File: config.mk
export PLATFORM = sky130hd
export DESIGN_NAME = sync_account_requester
export DESIGN_NICKNAME = d
export VERILOG_FILES = /design/src/rtl/sync_account_requester_pkg.sv /design/src/rtl/sync_account_requester_rr_arbiter.sv /design/src/rtl/sync_account_requester.sv
export SDC_FILE = /design/constraint.sdc
export NUM_CORES = 1
export LEC_CHECK = 0
export ABC_AREA = 1
export CAP_MARGIN = 20
export CORE_UTILIZATION = 55
export CTS_BUF_LIST = sky130_fd_sc_hd__clkbuf_8
export DETAILED_ROUTE_END_ITERATION = 7
export GPL_TIMING_DRIVEN = 0
export PLACE_DENSITY_LB_ADDON = 0.25
export SYNTH_ARGS = -nofsm -noshare
export SYNTH_HDL_FRONTEND = slang
export SYNTH_SLANG_ARGS = --single-unit
File: constraint.sdc
create_clock -name clk -period 5.74 [get_ports clk]
set_clock_uncertainty 0.15 [all_clocks]
set_input_delay 0.574 -clock clk [delete_from_list [all_inputs] [get_ports clk]]
set_output_delay 0.574 -clock clk [all_outputs]
set_load 0.02 [all_outputs]
File: src/rtl/sync_account_requester_pkg.sv
// Shared types for the barrier synchronization requester: barrier/count types,
// account and release message formats, and the per-thread requester state.
`ifndef TILE_COUNT
`define TILE_COUNT 16
`endif

package sync_account_requester_pkg;

  localparam int unsigned TILE_COUNT = `TILE_COUNT;
  localparam int unsigned TILE_ID_W  = (TILE_COUNT > 1) ? $clog2(TILE_COUNT) : 1;
  localparam int unsigned BARRIER_W  = 8;
  localparam int unsigned CNT_W      = 8;

  typedef logic [BARRIER_W-1:0] barrier_t;
  typedef logic [CNT_W-1:0]     cnt_barrier_t;
  typedef logic [TILE_ID_W-1:0] tile_id_t;

  typedef struct packed {
    barrier_t     id_barrier;
    cnt_barrier_t cnt_setup;
    tile_id_t     tile_id_source;
  } sync_account_message_t;

  typedef struct packed {
    barrier_t id_barrier;
  } sync_release_message_t;

  typedef enum logic [1:0] {
    IDLE,
    PENDING,
    WAIT_RELEASE
  } sar_state_t;

  // Barriers are homed by their low ID bits.
  function automatic tile_id_t home_tile(input barrier_t id);
    return id[TILE_ID_W-1:0];
  endfunction

endpackage

File: src/rtl/sync_account_requester_rr_arbiter.sv
// Round-robin arbiter: one-hot grant over N requests; the priority pointer
// moves to grant+1 whenever update_i is asserted.
module rr_arbiter #(
  parameter int unsigned N = 8
) (
  input  logic         clk,
  input  logic         reset,
  input  logic [N-1:0] req_i,
  input  logic         update_i,
  output logic [N-1:0] grant_o
);

  localparam int unsigned IW = (N > 1) ? $clog2(N) : 1;

  logic [IW-1:0] ptr_q, ptr_d;
  logic [IW-1:0] gnt_idx;
  logic          found;

  // First pass scans from the pointer upward; second pass wraps to index 0.
  always_comb begin
    grant_o = '0;
    gnt_idx = '0;
    found   = 1'b0;
    for (int unsigned j = 0; j < N; j++) begin
      if (!found && (j >= 32'(ptr_q)) && req_i[j]) begin
        grant_o[j] = 1'b1;
        gnt_idx    = IW'(j);
        found      = 1'b1;
      end
    end
    for (int unsigned j = 0; j < N; j++) begin
      if (!found && req_i[j]) begin
        grant_o[j] = 1'b1;
        gnt_idx    = IW'(j);
        found      = 1'b1;
      end
    end
  end

  always_comb begin
    ptr_d = ptr_q;
    if (update_i && found) begin
      ptr_d = (gnt_idx == IW'(N - 1)) ? '0 : gnt_idx + IW'(1);
    end
  end

  always_ff @(posedge clk or posedge reset) begin
    if (reset) ptr_q <= '0;
    else       ptr_q <= ptr_d;
  end

endmodule

File: src/rtl/sync_account_requester.sv
// Tile-side barrier requester: stalls requesting threads, sends one account
// message per request, un-stalls threads on release. Logging: SYNC_ACCOUNT_REQUESTER_DISPLAY_EN.
module sync_account_requester
  import sync_account_requester_pkg::*;
#(
  parameter int unsigned TILE_ID     = 0,
  parameter int unsigned THREAD_NUMB = 8
) (
  input  logic                         clk,
  input  logic                         reset,
  input  logic                         core_bar_valid,
  input  logic [$clog2(THREAD_NUMB)-1:0] core_bar_thread_id,
  input  barrier_t                     core_bar_id,
  input  cnt_barrier_t                 core_bar_cnt,
  output logic [THREAD_NUMB-1:0]       sar_thread_stop,
  output sync_account_message_t        sar_account_mess,
  output logic [TILE_ID_W-1:0]         sar_account_dest,
  output logic                         sar_account_valid,
  input  logic                         ni_account_almost_full,
  input  sync_release_message_t        ni_release_mess,
  input  logic                         ni_release_valid,
  output logic                         sar_release_consumed
);

  localparam int unsigned TID_W = $clog2(THREAD_NUMB);

  sar_state_t   state_q [THREAD_NUMB];
  sar_state_t   state_d [THREAD_NUMB];
  barrier_t     id_q    [THREAD_NUMB];
  barrier_t     id_d    [THREAD_NUMB];
  cnt_barrier_t cnt_q   [THREAD_NUMB];
  cnt_barrier_t cnt_d   [THREAD_NUMB];

  logic [THREAD_NUMB-1:0] pending;
  logic [THREAD_NUMB-1:0] arb_req;
  logic [THREAD_NUMB-1:0] grant;

  sync_account_message_t mess_d, mess_q;
  tile_id_t              dest_q;
  logic                  valid_q;

  always_comb begin
    for (int unsigned i = 0; i < THREAD_NUMB; i++) begin
      pending[i]         = (state_q[i] == PENDING);
      sar_thread_stop[i] = (state_q[i] != IDLE);
    end
  end

  assign arb_req = pending & {THREAD_NUMB{!ni_account_almost_full}};

  rr_arbiter #(
    .N (THREAD_NUMB)
  ) u_rr_arbiter (
    .clk      (clk),
    .reset    (reset),
    .req_i    (arb_req),
    .update_i (|grant),
    .grant_o  (grant)
  );

  // A thread only accepts a request from IDLE, so a release landing on the
  // same thread in the same cycle always takes precedence.
  always_comb begin
    state_d = state_q;
    id_d    = id_q;
    cnt_d   = cnt_q;
    for (int unsigned i = 0; i < THREAD_NUMB; i++) begin
      case (state_q[i])
        IDLE: begin
          if (core_bar_valid && (core_bar_thread_id == TID_W'(i))) begin
            state_d[i] = PENDING;
            id_d[i]    = core_bar_id;
            cnt_d[i]   = core_bar_cnt;
          end
        end
        PENDING: begin
          if (grant[i]) state_d[i] = WAIT_RELEASE;
        end
        WAIT_RELEASE: begin
          if (ni_release_valid && (ni_release_mess.id_barrier == id_q[i]))
            state_d[i] = IDLE;
        end
        default: state_d[i] = IDLE;
      endcase
    end
  end

  always_comb begin
    mess_d = '0;
    for (int unsigned i = 0; i < THREAD_NUMB; i++) begin
      if (grant[i]) begin
        mess_d.id_barrier     = id_q[i];
        mess_d.cnt_setup      = cnt_q[i];
        mess_d.tile_id_source = tile_id_t'(TILE_ID);
      end
    end
  end

  always_ff @(posedge clk or posedge reset) begin
    if (reset) begin
      state_q <= '{default: IDLE};
      id_q    <= '{default: '0};
      cnt_q   <= '{default: '0};
      mess_q  <= '0;
      dest_q  <= '0;
      valid_q <= 1'b0;
    end else begin
      state_q <= state_d;
      id_q    <= id_d;
      cnt_q   <= cnt_d;
      valid_q <= |grant;
      if (|grant) begin
        mess_q <= mess_d;
        dest_q <= home_tile(mess_d.id_barrier);
      end
    end
  end

  assign sar_account_mess     = mess_q;
  assign sar_account_dest     = dest_q;
  assign sar_account_valid    = valid_q;
  assign sar_release_consumed = ni_release_valid;

`ifdef SYNC_ACCOUNT_REQUESTER_DISPLAY_EN
  logic [THREAD_NUMB-1:0] released_mask;

  always_comb begin
    released_mask = '0;
    for (int unsigned i = 0; i < THREAD_NUMB; i++) begin
      released_mask[i] = ni_release_valid && (state_q[i] == WAIT_RELEASE) &&
                         (id_q[i] == ni_release_mess.id_barrier);
    end
  end

  always @(posedge clk) begin
    if (!reset) begin
      if (core_bar_valid && (state_q[core_bar_thread_id] == IDLE)) begin
        $display("[SAR %0d] request thread %0d id %0d cnt %0d",
                 TILE_ID, core_bar_thread_id, core_bar_id, core_bar_cnt);
      end
      if (valid_q) begin
        $display("[SAR %0d] account id %0d tile %0d cnt %0d",
                 TILE_ID, mess_q.id_barrier, mess_q.tile_id_source, mess_q.cnt_setup);
      end
      if (ni_release_valid) begin
        $display("[SAR %0d] release id %0d threads %b",
                 TILE_ID, ni_release_mess.id_barrier, released_mask);
      end
    end
  end
`else
`endif

endmodule

Yosys cells after proc, flatten, opt, wreduce, memory -nomap -nowiden --
Cells that the tools add are included.
Word-level totals: register bits 172, bits in latches 0, RAM bits 0, memory bits (read-only) 0, bits of input ports 32, output and inout bits 34, logic and storage cells 271, memories 0
Cells by class: add/subtract/negate cells 1, $mul 0, div/mod/pow operators 0, order comparisons 7, eq/ne operators 56, shifts and indexed selects 0, muxes and demuxes 87, bitwise operators 1, reduce and logical (&&, ||, !) cells 89
Operators with widths (number):
- $mux 20 | 8
- $eq 8x8->1 | 8
- $mux 2 | 26
- $pmux 2 s3 | 8
- $logic_and 1x1->1 | 39
- $mux 3 | 13
- $mux 1 | 32
- $ne 2x2->1 const B | 16
- $reduce_and 3->1 | 8
- $eq 2x1->1 const B | 8
- $eq 2x2->1 const B | 8
- $logic_not 1->1 | 16
- $logic_not 2->1 | 8
- $ne 2x1->1 const B | 8
- $reduce_and 2->1 | 8
- $reduce_bool 2->1 | 8
- $eq 3x3->1 const B | 5
- $ge 3x3->1 const A | 3
- $and 8x8->8 | 1
- $reduce_or 8->1 | 1
- $eq 3x2->1 const B | 2
- $ge 1x3->1 const A | 2
- $ge 2x3->1 const A | 2
- $add 3x1->3 const B | 1
- other kinds (2) | 2

Depth between registers and ports, before layout --
depth in word-level cells 57, depth in mapped cells 17, mapped depth without buffers 17

By module --
From an unflattened synthesis, not the netlist that was laid out.
Unflattened totals: cells, all modules 1187, area total of the unflattened synthesis 8687.1 µm²
Modules (own cells, without submodules):
- sync_account_requester | instances 1, cells an instance 1103, area each 8164.1 µm²
- rr_arbiter | instances 1, cells an instance 84, area each 523.0 µm²

Worst setup path after synthesis --
OpenSTA, ideal clock, no wires.
kind input port to flip-flop, start input port ni_account_almost_full, end register u_rr_arbiter.ptr_q[2], data arrival time 2.544 ns, required time 5.469 ns, setup slack 2.925 ns, cell stages on the path 14, path buffers 2, cell sequence buf_6 inv_1 nand3_1 nor2_1 nor2_1 nand3_1 clkbuf_1 nand2_1 nor3_1 nand4_1 ha_1 ha_1 nand2_1 o21ai_1
Between the ends: cells in the longest elaborated chain, start to end 57
RTL lines:
- start, declared | RTL line sync_account_requester.sv:19 | input logic ni_account_almost_full,
- $logic_not 1->1 * | RTL line sync_account_requester.sv:49 | assign arb_req = pending & {THREAD_NUMB{!ni_account_almost_full}};
- $and 8x8->8 * | RTL line sync_account_requester.sv:49
- $logic_and 1x1->1 | RTL line sync_account_requester_rr_arbiter.sv:25 | if (!found && (j >= 32'(ptr_q)) && req_i[j]) begin
- $mux 1 | RTL line sync_account_requester_rr_arbiter.sv:25
- $logic_not 1->1 | RTL line sync_account_requester_rr_arbiter.sv:25
- $logic_and 1x1->1 (2 in series) | RTL line sync_account_requester_rr_arbiter.sv:25
- $mux 1 | RTL line sync_account_requester_rr_arbiter.sv:25
- $logic_not 1->1 | RTL line sync_account_requester_rr_arbiter.sv:25
- (+40 left out)
- $logic_not 1->1 | RTL line sync_account_requester_rr_arbiter.sv:32 | if (!found && req_i[j]) begin
- $logic_and 1x1->1 | RTL line sync_account_requester_rr_arbiter.sv:32
- $mux 1 | RTL line sync_account_requester_rr_arbiter.sv:32
- $logic_not 1->1 | RTL line sync_account_requester_rr_arbiter.sv:32
- $logic_and 1x1->1 | RTL line sync_account_requester_rr_arbiter.sv:32
- $mux 3 / $mux 1 (equally long branches) | RTL line sync_account_requester_rr_arbiter.sv:32
- $add 3x1->3 (tied with other cells) | RTL line sync_account_requester_rr_arbiter.sv:43 | ptr_d = (gnt_idx == IW'(N - 1)) ? '0 : gnt_idx + IW'(1);
- $mux 3 / $logic_and 1x1->1 (equally long branches) | RTL line sync_account_requester_rr_arbiter.sv:43, sync_account_requester_rr_arbiter.sv:42
- end signal, assigned | RTL line sync_account_requester_rr_arbiter.sv:49 | else ptr_q <= ptr_d;
- end, declared | RTL line sync_account_requester_rr_arbiter.sv:15 | logic [IW-1:0] ptr_q, ptr_d;
Mark *: on every way between the ends. The rest lies on a longest branch, timed or not. A chain may end at the register's enable or synchronous reset.

Final worst setup path --
start register state_q[15] (netlist name), end register u_rr_arbiter.ptr_q[0]
Between the ends: cells in the longest elaborated chain, start to end 57
RTL lines:
- start, declared | RTL line sync_account_requester.sv:27 | sar_state_t state_q [THREAD_NUMB];
- start signal, assigned | RTL line sync_account_requester.sv:108 | state_q <= state_d;
- $eq 2x1->1 * | RTL line sync_account_requester.sv:44 | pending[i] = (state_q[i] == PENDING);
- $and 8x8->8 * | RTL line sync_account_requester.sv:49
- $logic_and 1x1->1 | RTL line sync_account_requester_rr_arbiter.sv:25
- $mux 1 | RTL line sync_account_requester_rr_arbiter.sv:25
- $logic_not 1->1 | RTL line sync_account_requester_rr_arbiter.sv:25
- $logic_and 1x1->1 (2 in series) | RTL line sync_account_requester_rr_arbiter.sv:25
- $mux 1 | RTL line sync_account_requester_rr_arbiter.sv:25
- $logic_not 1->1 | RTL line sync_account_requester_rr_arbiter.sv:25
- (+40 left out)
- $logic_not 1->1 | RTL line sync_account_requester_rr_arbiter.sv:32
- $logic_and 1x1->1 | RTL line sync_account_requester_rr_arbiter.sv:32
- $mux 1 | RTL line sync_account_requester_rr_arbiter.sv:32
- $logic_not 1->1 | RTL line sync_account_requester_rr_arbiter.sv:32
- $logic_and 1x1->1 | RTL line sync_account_requester_rr_arbiter.sv:32
- $mux 3 / $mux 1 (equally long branches) | RTL line sync_account_requester_rr_arbiter.sv:32
- $add 3x1->3 (tied with other cells) | RTL line sync_account_requester_rr_arbiter.sv:43
- $mux 3 / $logic_and 1x1->1 (equally long branches) | RTL line sync_account_requester_rr_arbiter.sv:43, sync_account_requester_rr_arbiter.sv:42
Marks and branches as above.

==> summary.md <==
| Metric | Value |
|---|---|
| RR Startpoint | `state_q[15]$_DFFE_PP0P_` |
| Crit path DAT | `3.46 ns` |
| Routed WL | `22700 um` |
| H-tree levels | `4` |
| Max Cap Viol | `0` |
| Number of synthesized register bits | `164` |
| Clk buf depth | `2` |
| Setup crit end kind | `flop` |
| I/O Pins | `66` |
| Mapped Cells | `1039` |
| Main combinational cell family by area after synthesis | `simple AND/OR/NAND/NOR gates` |
| Clock period minus final worst setup slack | `3.21 ns` |
| Chip width | `124 um` |
| Distinct cells, synth | `40` |
| Resized cells post-CTS | `0` |
| Slew headroom | `0.564` |
| Vias | `7455` |
| Status | `finished, final reports clean` |
| RSZ-0062 raised after global routing | `no` |
| Fmax | `312 MHz` |
| Port Buffers | `57` |
| CTS Buf Count | `17` |
| Reg-to-reg endpoint | `u_rr_arbiter.ptr_q[0]$_DFFE_PP0P_` |
| Nets@finish | `1153` |
| Ant diodes | `0` |
| Leakage power | `4.55 nW` |
| Setup violations, final | `0` |
| Synth Area in XOR/XNOR | `0.0235` |
| Final Cycle Share | `0.559` |
| Post-synth top flop | `dfrtp_1` |
| CP Launch Type | `flop` |
| Total gr overflow | `0` |
| Post-route DRC | `0` |
| Simple-gate area share of the yosys netlist | `0.249` |
| HP Class | `input pin to asynchronous set/reset pin` |
| Synthesized area per cell | `7.91 um2` |
| Die Y | `124 um` |
| CP required | `5.99 ns` |
| PD cells | `503 mW/mm2` |
| Place WS | `2.33 ns` |
| Actual slew at the worst max-slew pin | `0.653 ns` |
| Most frequent cells in the layout | `nand2_1, dfrtp_1, o21ai_0, inv_1, nor2_1` |
| Largest net degree at the start of global routing | `132` |
| Hold-fix buffers at CTS | `0` |
| Number of global-route vias before repair | `7159` |
| # Post-CTS Setup Buffers | `0` |
| Sink Count | `164` |
| Initial antenna violation count | `0` |
| Post-DP HPWL | `16900 um` |
| FP Rows | `44` |
| Adder-Cell Fraction of Synth Area | `0.00305` |
| Total track usage | `0.310` |
| Post-DRT Antenna Nets | `0` |
| Setup WS post-layout | `2.53 ns` |
| Critical path class | `flop to flop` |
| Syn Std Cell Area | `0.00822 mm2` |
| Mux contribution to synthesized area | `0` |
| 1st-pass router iterations | `5` |
| Area delta synth->final | `14.7%` |
| Via-to-Cell Ratio | `5.67` |
| Clk slew on worst S/H paths | `0.09 ns` |
| IR Drop Worst-Case VDD | `0.000228 V` |
| Pins Over Slew Limit | `0` |
| Crit path to | `u_rr_arbiter.ptr_q[0]$_DFFE_PP0P_` |
| Top fanout value on the critical path | `10` |
| Total core area | `0.0145 mm2` |
| Most common library cell in the layout ignoring fill and taps | `nand2_1` |
| Number of flops mapped to enable cells by yosys | `0` |
| Drt first-iter violations | `733` |
| Clock Latency Late Sink | `0.48 ns` |
| Worst Setup SP | `state_q[15]$_DFFE_PP0P_` |
| Sequential share of the synthesized area | `0.499` |
| Root buffer cell | `clkbuf_8` |
| CTS tree | `done` |
| YS warnings | `0` |
| Synth Area in Compound Gates | `0.145` |
| Gpl congestion | `0.948` |
| Layout cell share with drive strength beyond 1 | `0.0672` |
| Drt wl/cell | `17.3 um` |
| Asr flop ratio synth | `1.00` |
| Worst reg-to-reg path cell count | `13` |
| Die ar. | `0.0154 mm2` |
| First-pass GRT wire length | `37100 um` |
| FF-to-FF setup slack | `2.53 ns` |
| Initial core utilization | `0.565` |
| Placed cell count | `1284` |
| Final hold violations | `0` |
| Synth area leader | `dfrtp_1` |
| Post-Layout Cell Count | `1315` |
| Yosys top cell area share | `0.499` |
| Largest cells by area after synthesis | `dfrtp_1, nand2_1, o21ai_0` |
-- through the flow --
stage	utilization	area [um2]	total power, W	TNS, ns	hold slack (ns)
after floorplan	-	8230	0.00330	0	0.303
final	0.649	9430	0.00474	0	0.301
after CTS	0.649	9430	0.00473	0	0.305
after global placement	0.621	9030	0.00387	-255.38	0.316
after detailed placement	0.624	9060	0.00395	0	0.323
after global routing	0.649	9430	0.00509	0	0.334
-- kinds of logic after synthesis --
group	after synthesis
and+or+nand+nor	476
adders and majority gates	2
xor gates and xnor gates	22
buffers and inverters	154
AOI/OAI and AO/OA	220
DFF	164
other	1
-- worst max-delay path: stages (launching register included) --
cell and delay [ns]:
dfrtp_1 0.38, inv_1 0.09, nand3_1 0.20, nor2_1 0.19, nor2_1 0.07, nand3_1 0.34, clkbuf_1 0.55, nand2_1 0.13
nor3_1 0.20, nand4_1 0.13, ha_1 0.23, ha_1 0.17, nand3b_1 0.15, o21ai_1 0.12
-- Yosys cell counts (3+ instances only) --
library cell  count
nand2_1         311
dfrtp_1         164
o21ai_0         147
inv_1            98
nor2_1           66
a21oi_1          37
clkbuf_1         36
nand3_1          31
nand4_1          31
xor2_1           13
a2111oi_0        11
buf_4            10
nor3_1            9
o22ai_1           9
xnor2_1           9
nand2_2           6
buf_6             5
or2_2             5
o21ai_1           4
buf_2             3
nand4_2           3
nor2_2            3
o31ai_1           3
-- final cells by class --
type                    instances  area (um2)
multi-input cells             724        3470
flip-flops and latches        164        4100
well taps                     184         230
fillers                      1308        5110
clock inverters                11        86.3
clock buffers                  20         275
inverters                     100         383
repair buffers                 58         598
plain buffers                  54         282
-- how the worst min path moves through the flow --
stage,start,endpoint,slack [ns],depth (start not counted)
6_report,reset,cnt_q[62]$_DFFE_PP0P_,0.30,2
5_1_grt,reset,cnt_q[62]$_DFFE_PP0P_,0.33,2
4_1_cts,reset,cnt_q[13]$_DFFE_PP0P_,0.31,2
3_5_place_dp,cnt_q[22]$_DFFE_PP0P_,cnt_q[22]$_DFFE_PP0P_,0.32,2
3_3_place_gp,cnt_q[19]$_DFFE_PP0P_,cnt_q[19]$_DFFE_PP0P_,0.32,2
2_1_floorplan,cnt_q[16]$_DFFE_PP0P_,cnt_q[16]$_DFFE_PP0P_,0.30,2
-- metal layers --
metal  up-vias  track usage  wire length [um]
li1       3547            -                 -
met1      3570        0.411              9550
met2       268        0.497             10800
met3        70       0.0466              1390
met4         0        0.158               947
met5         -            0                 0
-- state kept, by name (all words and copies together) (netlist names) --
name,count
sar_account_valid,1
state_q,16
id_q,64
cnt_q,64
sar_account_mess,16
u_rr_arbiter.ptr_q,3
-- power breakdown --
group / internal [W] / switching, W / total, W
combinational: 0.000743 / 0.00107 / 0.00181
sequential: 0.00171 / 0.000433 / 0.00214
clock: 0.000368 / 0.000420 / 0.000788
(Power assumes the default switching activity.)
